[src/rtl/mcdf_fifo_arbiter.sv]
// mcdf_fifo_arbiter
//   Packet scheduler between three slave-channel FIFOs and the formatter.
//   Waits for an enabled channel that holds at least one full packet,
//   requests the formatter, and once granted drains exactly one packet of
//   LEN words from that FIFO. The words are streamed out with start and end
//   markers. The winner is the eligible channel with the numerically smallest
//   priority; on equal priority the lowest channel id wins.
//
// Ports
//   clk          system clock
//   rst_n        synchronous active-low reset
//   ch_en        per-channel enable
//   ch_prio      2-bit priority per channel, [2i+1:2i], 0 = highest
//   pkt_len_sel  packet length select: 000:4 001:8 010:16 others:32
//   ch_level     per-channel FIFO fill level, LVL_W bits each
//   ch_empty     per-channel FIFO empty flags
//   ch_data      per-channel FIFO read data, valid one cycle after a read
//   ch_rd_en     one-hot FIFO read strobe
//   fmt_req      packet request to the formatter
//   fmt_grant    formatter grant, only looked at while requesting
//   fmt_chid     channel id of the current packet
//   fmt_length   length of the current packet in words
//   fmt_valid    fmt_data carries a packet word
//   fmt_start    first word of the packet
//   fmt_end      last word of the packet
//   fmt_data     packet word, zero when fmt_valid is low
module mcdf_fifo_arbiter #(
    parameter int DATA_WIDTH = 32,
    parameter int LVL_W      = 7
) (
    input  logic                    clk,
    input  logic                    rst_n,
    input  logic [2:0]              ch_en,
    input  logic [5:0]              ch_prio,
    input  logic [2:0]              pkt_len_sel,
    input  logic [3*LVL_W-1:0]      ch_level,
    input  logic [2:0]              ch_empty,
    input  logic [3*DATA_WIDTH-1:0] ch_data,
    output logic [2:0]              ch_rd_en,
    output logic                    fmt_req,
    input  logic                    fmt_grant,
    output logic [1:0]              fmt_chid,
    output logic [5:0]              fmt_length,
    output logic                    fmt_valid,
    output logic                    fmt_start,
    output logic                    fmt_end,
    output logic [DATA_WIDTH-1:0]   fmt_data
);

    typedef enum logic [1:0] {IDLE, REQ, SEND, FLUSH} state_t;

    state_t                state_reg, state_next;
    logic [1:0]            chid_reg;
    logic [5:0]            length_reg;
    logic [5:0]            rd_cnt_reg;
    logic [5:0]            out_cnt_reg;
    logic                  valid_reg;

    logic [5:0]            cur_len;
    logic [2:0]            elig;
    logic [1:0]            prio      [3];
    logic [DATA_WIDTH-1:0] data_arr  [3];
    logic [2:0]            rd_en_vec;
    logic                  rd_issue;
    logic                  win_any;
    logic [1:0]            win_id;
    logic [1:0]            win_prio;
    logic [DATA_WIDTH-1:0] sel_data;

    // Length currently selected; it is only sampled when leaving IDLE.
    always_comb begin
        cur_len = 6'd32;
        case (pkt_len_sel)
            3'b000:  cur_len = 6'd4;
            3'b001:  cur_len = 6'd8;
            3'b010:  cur_len = 6'd16;
            default: cur_len = 6'd32;
        endcase
    end

    generate
        for (genvar gi = 0; gi < 3; gi++) begin : g_ch
            assign prio[gi]      = ch_prio[2*gi +: 2];
            assign data_arr[gi]  = ch_data[gi*DATA_WIDTH +: DATA_WIDTH];
            // A channel qualifies once it holds a complete packet.
            assign elig[gi]      = ch_en[gi] &
                                   (ch_level[gi*LVL_W +: LVL_W] >= LVL_W'(cur_len));
            // Reads only go to the latched channel and never from an empty FIFO.
            assign rd_en_vec[gi] = (state_reg == SEND) && (chid_reg == 2'(gi)) &&
                                   !ch_empty[gi];
        end
    endgenerate

    assign rd_issue = |rd_en_vec;

    // Scanning upward with a strict compare keeps the lowest id on a tie.
    always_comb begin
        win_any  = 1'b0;
        win_id   = 2'd0;
        win_prio = 2'd3;
        for (int i = 0; i < 3; i++) begin
            if (elig[i] && (!win_any || (prio[i] < win_prio))) begin
                win_any  = 1'b1;
                win_id   = 2'(i);
                win_prio = prio[i];
            end
        end
    end

    always_comb begin
        state_next = state_reg;
        case (state_reg)
            IDLE:    if (win_any) state_next = REQ;
            REQ:     if (fmt_grant) state_next = SEND;
            // Leave as soon as the LEN-th read is issued.
            SEND:    if (rd_issue && (rd_cnt_reg == length_reg - 6'd1)) state_next = FLUSH;
            FLUSH:   state_next = IDLE;
            default: state_next = IDLE;
        endcase
    end

    always_ff @(posedge clk) begin
        if (!rst_n) begin
            state_reg   <= IDLE;
            chid_reg    <= 2'd0;
            length_reg  <= 6'd0;
            rd_cnt_reg  <= 6'd0;
            out_cnt_reg <= 6'd0;
            valid_reg   <= 1'b0;
        end else begin
            state_reg <= state_next;
            valid_reg <= rd_issue;
            if ((state_reg == IDLE) && win_any) begin
                chid_reg   <= win_id;
                length_reg <= cur_len;
            end
            if (state_reg == IDLE) begin
                rd_cnt_reg <= 6'd0;
            end else if (rd_issue) begin
                rd_cnt_reg <= rd_cnt_reg + 6'd1;
            end
            // Counts delivered words so start/end follow the data, not the reads.
            if (state_reg == IDLE) begin
                out_cnt_reg <= 6'd0;
            end else if (valid_reg) begin
                out_cnt_reg <= out_cnt_reg + 6'd1;
            end
        end
    end

    always_comb begin
        sel_data = '0;
        for (int i = 0; i < 3; i++) begin
            if (chid_reg == 2'(i)) sel_data = data_arr[i];
        end
    end

    assign ch_rd_en   = rd_en_vec;
    assign fmt_req    = (state_reg == REQ);
    assign fmt_chid   = chid_reg;
    assign fmt_length = length_reg;
    assign fmt_valid  = valid_reg;
    assign fmt_data   = valid_reg ? sel_data : '0;
    assign fmt_start  = valid_reg && (out_cnt_reg == 6'd0);
    assign fmt_end    = valid_reg && (out_cnt_reg == length_reg - 6'd1);

endmodule

[config.mk]
export PLATFORM = sky130hd
export DESIGN_NAME = mcdf_fifo_arbiter
export DESIGN_NICKNAME = d
export VERILOG_FILES = /design/src/rtl/mcdf_fifo_arbiter.sv
export SDC_FILE = /design/constraint.sdc
export NUM_CORES = 1
export LEC_CHECK = 0
export ABC_AREA = 1
export CORE_AREA = 2 2 84 86
export DETAILED_ROUTE_END_ITERATION = 12
export DIE_AREA = 0 0 86 88
export PLACE_DENSITY = 0.87
export SLEW_MARGIN = 5
export SYNTH_ARGS = -nofsm -noshare
export SYNTH_HDL_FRONTEND = slang
export SYNTH_SLANG_ARGS = --single-unit
[constraint.sdc]
create_clock -name clk -period 5.1 [get_ports clk]
set_input_delay 1.02 -clock clk [delete_from_list [all_inputs] [get_ports clk]]
set_output_delay 1.02 -clock clk [all_outputs]
set_load 0.02 [all_outputs]
## After elaboration in Yosys (flattened, before gate mapping)

Index checks and enable logic that the tools add are counted.

| word-level totals | value |
|---|---|
| register bits | 23 |
| bits of input ports | 135 |
| output and inout bits | 47 |
| logic and storage cells | 72 |

| operators by class | value |
|---|---|
| $add $sub $neg | 3 |
| magnitude comparators | 5 |
| equal/unequal tests | 12 |
| muxes and demuxes | 16 |
| bitwise gates (word level) | 4 |
| reduce and logical (&&, ||, !) cells | 26 |

Operator list:

| operator | number |
|---|---|
| $mux W32 | 4 |
| $ge A7 B6 Y1 | 3 |
| $pmux W6 S3 | 1 |
| $add A6 B1 Y6 const B | 2 |
| $eq A6 B6 Y1 | 2 |
| $logic_and A1 B1 Y1 | 12 |
| $mux W2 | 6 |
| $pmux W2 S4 | 1 |
| $eq A2 B2 Y1 const B | 3 |
| $logic_not A6 Y1 | 1 |
| $sub A6 B1 Y6 const B | 1 |
| $logic_not A1 Y1 | 5 |
| $eq A2 B1 Y1 const B | 2 |
| $logic_not A2 Y1 | 2 |
| $lt A2 B2 Y1 | 2 |
| $mux W1 | 4 |
| $ne A2 B1 Y1 const B | 2 |
| $and A1 B1 Y1 | 3 |
| $eq A3 B1 Y1 const B | 1 |
| $eq A3 B2 Y1 const B | 1 |
| $logic_not A3 Y1 | 1 |
| $reduce_and A3 Y1 | 1 |
| $reduce_or A3 Y1 | 1 |
| $logic_or A1 B1 Y1 | 2 |
| 3 further kinds | 3 |

## Logic depth before layout (Yosys ltp)

| depth | value |
|---|---|
| depth after elaboration | 15 |
| depth in mapped cells | 25 |
| gate-level depth less buffers | 25 |

## Worst setup path before layout

OpenSTA, ideal clock, no wires.

| timing | value |
|---|---|
| kind | input-to-reg |
| start point | input pkt_len_sel[2] |
| end point | register chid_reg[0], in the netlist fmt_chid[0] |
| setup time | 120 ps |
| data arrival time | 3289 ps |
| data required time | 4980 ps |
| path slack | 1691 ps |
| stages | 22 |
| path buffers | 0 |
| cell sequence | nor3_1 > inv_1 > ha_1 > nand2_1 > nor2_1 > nand2_1 > nand2_1 > nand2_1 > nor2_1 > ha_1 > nand2_1 > nand2_1 > nand2_1 > nand2_2 > o21ai_0 > ha_1 > nand2_1 > nand2_1 > nand2_1 > nand2_1 > nand2_1 > a21oi_1 |

| on the way | value |
|---|---|
| longest elaborated chain between the ends | 14 |
| elaborated cells on any way between the ends | 26 |
| classes of those cells | order compare (5); eq/ne (2); mux (8); bitwise (3); reduce/logical (8) |

Ends and longest elaborated chain:

| what | RTL line | text |
|---|---|---|
| start, declared | 35 | `input logic [2:0] pkt_len_sel,` |
| $eq A3 B2 Y1, or another cell as far along | 73 | `case (pkt_len_sel)` |
| $pmux W6 S3 * | 73 |  |
| $ge A7 B6 Y1 | 87 | `(ch_level[gi*LVL_W +: LVL_W] >= LVL_W'(cur_len));` |
| $and A1 B1 Y1 | 86 | `assign elig[gi] = ch_en[gi] &` |
| $mux W2 or $mux W1 (tied branches) | 102 | `if (elig[i] && (!win_any \|\| (prio[i] < win_prio))) begin` |
| $lt A2 B2 Y1 or $logic_not A1 Y1 (tied branches) | 102 |  |
| $logic_or A1 B1 Y1 | 102 |  |
| $logic_and A1 B1 Y1 | 102 |  |
| $mux W2 or $mux W1 (tied branches) | 102 |  |
| $lt A2 B2 Y1 or $logic_not A1 Y1 (tied branches) | 102 |  |
| $logic_or A1 B1 Y1 | 102 |  |
| $logic_and A1 B1 Y1 | 102 |  |
| $mux W1 | 102 |  |
| $logic_and A1 B1 Y1 | 133 | `if ((state_reg == IDLE) && win_any) begin` |
| end signal, assigned | 134 | `chid_reg <= win_id;` |
| end, declared | 53 | `logic [1:0] chid_reg;` |

Every way passes the cells marked *; elsewhere a longest branch is shown, timed or not.
A chain may end at the register's enable or synchronous reset.

## Worst setup path in the final report

| timing | value |
|---|---|
| start point | input pkt_len_sel[0] |
| end point | register chid_reg[0], in the netlist fmt_chid[0] |

Same word-level chain as after synthesis.

==> results.tsv <==
metric	value	unit
status	finished clean	
number of global-route vias before repair	3127	
Setup Viol. Count Final	0	
largest cells by area after synthesis	nand2_1 (26%), dfxtp_1 (17%), inv_1 (12%)	
RSZ-0062 raised after global routing	false	
root buf cell	clkbuf_8	
met2 usage	0.442	
largest area contributor in the netlist	nand2_1	
#FFs+latches synth	21	
CP Max Fanout	5	
post-route minimum period	4010	ps
layout cells sized above 1	0.0436	
CTS HTree Levels	1	
Fillers	585	
Post-Syn Area per Cell	5.54	µm²
max cap viols	0	
Non-Filler Instances	699	
drt initial violations	106	
WP data required	5260	ps
Tot GR Track Use	0.237	
crit path capture type	register	
die span in y	88	µm
Synth Flop Type	dfxtp_1	
placer congestion estimate	0.852	
Yosys warning count	0	
Tcrit/Tclk final	0.786	
area grow syn2layout	76.2	%
most common cell after layout, fill and taps aside	clkdlybuf4s50_1	
Final ANT Viol Nets	0	
Antenna diodes	0	
sequential share of the synthesized area	0.169	
Clock Skew	5.03	ps
GRT overflow	0	
met1 GRT Util	0.289	
Final Hold Vio Count	0	
slack of the critical path	1090	ps
Slew Limit Fails	0	
met3 Track Usage GR	0.0349	
Pleak	2.13	nW
Rows	30	
VDD IR max	0.263	mV
routed len/inst	13.3	µm
Post-synth EDFFs	0	
# port buffers	179	
die area	7570	µm²
Yosys top cell area share	0.255	
slew at the pin closest to its max-slew limit	997	ps
worst-skew pair later-pin latency	260	ps
critical path class	in2reg	
total CTS buffers	3	
CTS sink count	21	
Final #Nets	776	
Core Util, Final	0.659	
startpoint types	input pin	
final WL	9.32	mm
die span in x	86	µm
commonest non-fill, non-tap cells in the layout	clkdlybuf4s50_1 (179), nand2_1 (169), inv_1 (77)	
HPWL Detailed	7.57	mm
pwr/cell area	248	nW/µm²
Total Neg Setup Slack	0	ps
starting density of the core	0.374	
Syn Inst Count	448	
Hold WC Path Type	reg2reg	
antenna violations before repair	0	
drc violations	0	
total setup buffers inserted after CTS	0	
final hold slack	482	ps
placed cells	695	
Resize count post-CTS	0	
drt first pass iters	4	
ys async rst share	0	
Yosys cell types	37	
clock slew at reported path FFs	80	ps
IO Pins	182	
vias	3374	
largest net degree at the start of global routing	39	
Max Buffers Root-to-Sink	2	
post-synthesis cell area	2480	µm²
gr busiest metal	met2	
Fmax	0.249	GHz
first-pass GRT wire length	14.6	mm
DR vias/cell	4.83	
CTS Hold Bufs	0	
core footprint	6640	µm²
Slew HR	0.334	
CP arrival	4170	ps
Setup WS pre-CTS	837	ps
CTS tree	yes	
layer usage:
layer,routed length (µm),up-vias
met5,0,-
met4,121,0
met3,842,10
met2,4610,149
met1,3740,1482
li1,-,1733
critical path, stage by stage:
cell	delay [ps]
clkdlybuf4s50_1	470
inv_1	50
nor3_1	240
inv_1	150
ha_1	300
nand2_1	50
nor2_1	100
nand2_1	50
nand2_1	80
nand2_1	120
nor2_1	170
ha_1	250
nand2_1	90
nand2_1	70
nand2_1	100
nand2_2	80
nand2_1	60
o21ai_0	70
ha_1	280
nand2_1	60
nand2_1	50
nand2_1	80
nand2_1	60
nand2_1	60
a21oi_1	50
cell usage after synthesis, types with 2 or more instances:
cell	n
a211oi_1	2
a21oi_1	17
buf_1	3
buf_4	2
clkbuf_1	10
dfxtp_1	21
ha_1	21
inv_1	77
inv_2	4
nand2_1	169
nand2_2	4
nand3_1	42
nand4_1	2
nand4_2	2
nor2_1	23
nor3_1	9
nor3_2	2
nor4_2	2
o21ai_0	7
o21ai_1	7
o221ai_1	2
xor2_1	5
layout make-up:
cell class | instances | area, µm² | share of cell area
Multi-Input combinational cell | 330 | 1690 | 0.386
Timing Repair Buffer | 182 | 1810 | 0.415
Sequential cell | 21 | 420 | 0.0961
Inverter | 82 | 309 | 0.0706
Tap cell | 80 | 100 | 0.0229
Clock buffer | 4 | 45.0 | 0.0103
metrics by stage:
step | total power, mW | area (µm²)
after floorplan | 0.684 | 2490
after CTS | 1.09 | 4380
after global placement | 0.957 | 4330
final | 1.09 | 4380
after detailed placement | 0.980 | 4330
after global routing | 1.19 | 4380
path summary, 6_finish.rpt:
kind,start,endpoint,slack [ps],cells after the start
max,pkt_len_sel[0],fmt_chid[0],1090,25
min,rd_cnt_reg[5],rd_cnt_reg[5],480,1
max reg2reg,state_reg[0],state_reg[0],3080,10
min reg2reg,rd_cnt_reg[5],rd_cnt_reg[5],480,1
logic make-up (layout without fill, tap and decap cells):
family | after synthesis | after routing | share of synthesized area
XOR/XNOR | 6 | 6 | 0.0212
buffers and inverters | 98 | 268 | 0.155
adder cells (fa/ha/maj) | 21 | 21 | 0.106
AO/OA/AOI/OAI | 41 | 41 | 0.0972
flip-flops | 21 | 21 | 0.169
AND/OR/NAND/NOR | 260 | 260 | 0.450
other | 1 | 2 | 0.00151
where the power goes:
part,internal [mW],switching [mW]
sequential,0.192,0.0312
clock,0.0557,0.0538
combinational,0.328,0.426
total,0.576,0.511
(Power assumes the default switching activity.)
==> edit (same settings) <==
Reset style: asynchronous (`rst_n`), changed in one clocked block. Comments in the files are not updated.
--- a/src/rtl/mcdf_fifo_arbiter.sv
+++ b/src/rtl/mcdf_fifo_arbiter.sv
@@ -120,5 +120,5 @@
     end
 
-    always_ff @(posedge clk) begin
+    always_ff @(posedge clk or negedge rst_n) begin
         if (!rst_n) begin
             state_reg   <= IDLE;
Function: differs if rst_n is asserted again (counterexample within 4 cycles, from zero or initial values and one cycle with rst_n low); with rst_n held inactive, the same outputs for 10 cycles.
==> edit against the unedited design <==
- hold slack worse by 13 ps
- sequential power is 25% higher
- area after synthesis up 1.0%
- total power increased by 48%
- sequential cell count is the same
- clock power grew 6%
- setup slack improved by 160 ps
- wire length fell by 5.4%
- sequential share of layout area rose by 2.4 points
- non-clock buffer count unchanged
- cell area grew 0.43%
==> edit: results (changes against the unedited design) <==
<table>
<tr><th>Metric</th><th>Value</th></tr>
<tr><th colspan="2">Routing</th></tr>
<tr><td>First-iteration detailed-routing DRC count</td><td>91 (was 106)</td></tr>
<tr><td>Wirelength, routed</td><td>8810 um (was 9320 um)</td></tr>
<tr><td>Routed via count divided by cell count</td><td>4.82 (was 4.83)</td></tr>
<tr><th colspan="2">Global route</th></tr>
<tr><td>Wire length of the first global-routing pass</td><td>13700 um (was 14600 um)</td></tr>
<tr><td>Via count of the first global-routing pass</td><td>3040 (was 3127)</td></tr>
<tr><td>Overall fraction of global-route tracks in use</td><td>0.221 (was 0.237)</td></tr>
<tr><td>Largest net degree at the start of global routing</td><td>37 (was 39)</td></tr>
<tr><th colspan="2">Status</th></tr>
<tr><td>Status</td><td>finished clean (unchanged)</td></tr>
<tr><th colspan="2">STA</th></tr>
<tr><td>Setup Skew</td><td>6.50 ps (was 5.03 ps)</td></tr>
<tr><th colspan="2">Power</th></tr>
<tr><td>Peak supply drop</td><td>0.183 mV (was 0.263 mV)</td></tr>
<tr><td>LEAKAGE</td><td>2.21 nW (was 2.13 nW)</td></tr>
<tr><th colspan="2">Synth</th></tr>
<tr><td>Cells taking the most area after synthesis</td><td>sky130_fd_sc_hd__nand2_1, sky130_fd_sc_hd__dfrtp_1, sky130_fd_sc_hd__ha_1 (was sky130_fd_sc_hd__nand2_1, sky130_fd_sc_hd__dfxtp_1, sky130_fd_sc_hd__inv_1)</td></tr>
<tr><td>Synth top area share</td><td>0.268 (was 0.255)</td></tr>
<tr><th colspan="2">Worst setup path</th></tr>
<tr><td>Crit Path Max Fanout</td><td>4 (was 5)</td></tr>
<tr><td>Slowest-stage cell, CP</td><td>sky130_fd_sc_hd__nor3_1 (was sky130_fd_sc_hd__clkdlybuf4s50_1)</td></tr>
<tr><td>Slowest stage delay, CP</td><td>530 ps (was 470 ps)</td></tr>
<tr><th colspan="2">Finish</th></tr>
<tr><td>Share of post-route cells with drive strength above 1</td><td>0.0296 (was 0.0436)</td></tr>
<tr><td>NumNets Final</td><td>765 (was 776)</td></tr>
<tr><th colspan="2">Placement</th></tr>
<tr><td>Placer's final routability congestion estimate</td><td>0.890 (was 0.852)</td></tr>
<tr><td>Post-detailed-placement half-perimeter wirelength</td><td>7300 um (was 7570 um)</td></tr>
</table>
[edit: cell types whose count changed after synthesis, sizes merged, moves of 4 or more]
| cell | delta |
|---|---|
| dfxtp | -21 |
| nor2 | +4 |
| nand3 | -5 |
| a21oi | -4 |
| nand2 | +7 |
| dfrtp | +21 |
| inv | -10 |
[edit: kinds of logic (layout without fill, tap and decap cells)]
logic type | after synthesis | count (layout) | share of synthesized area
AND/OR/NAND/NOR | 263 | 263 | 0.433
adder cells (fa/ha/maj) | 21 | 21 | 0.105
other | 1 | 2 | 0.00149
flip-flops | 21 | 21 | 0.209
XOR/XNOR | 8 | 8 | 0.0279
buffers and inverters | 89 | 257 | 0.139
AO/OA/AOI/OAI | 36 | 36 | 0.0843
[edit: metal layers]
layer  part of all wire  GRT usage  vias to the layer above  wire, um
met1               0.39      0.257                     1467      3430
met5                  0          0                        -         0
met2               0.51      0.409                      140      4500
met3              0.079     0.0452                       18       697
met4              0.020     0.0664                        0       174
li1                   -          -                     1690         -
[edit: cell type report]
cell class,count,area [um^2]
multi-input combinational,330,1640
timing repair buffer,182,1810
fill,603,2250
inverter,71,267
tap,80,100
sequential,21,526
clock inverter,1,7.51
clock buffer,3,41.3
[edit: through the flow]
| step | hold slack [ps] | setup slack (ps) | utilization | instances | area [um^2] |
|---|---|---|---|---|---|
| 5_1_grt | 495 | 913 | 0.662 | 688 | 4400 |
| 3_3_place_gp | 447 | 1150 | 0.654 | 684 | 4350 |
| 2_1_floorplan | 434 | 1780 | - | 440 | 2510 |
| 3_5_place_dp | 464 | 970 | 0.654 | 684 | 4350 |
| 4_1_cts | 475 | 1240 | 0.662 | 688 | 4400 |
| 6_report | 469 | 1250 | 0.662 | 688 | 4400 |
[edit: worst paths after layout]
path                                      from              to  slack (ps)  cells past startpoint
worst max-delay path            pkt_len_sel[1]     fmt_chid[0]        1250                     23
worst min-delay path            out_cnt_reg[4]  out_cnt_reg[4]         470                      1
worst max register to register     fmt_chid[0]   rd_cnt_reg[5]        2670                     10
worst min register to register  out_cnt_reg[4]  out_cnt_reg[4]         470                      1
max in group asynchronous                rst_n    state_reg[0]        3280                      1
min in group asynchronous                rst_n  out_cnt_reg[4]        1260                      1
[edit: where the power goes]
part           internal [mW]  switching [mW]  leakage (nW)  total, mW
Sequential             0.223          0.0546         0.275      0.278
Clock                 0.0553          0.0597        0.0217      0.115
Combinational          0.520           0.696          1.91       1.22
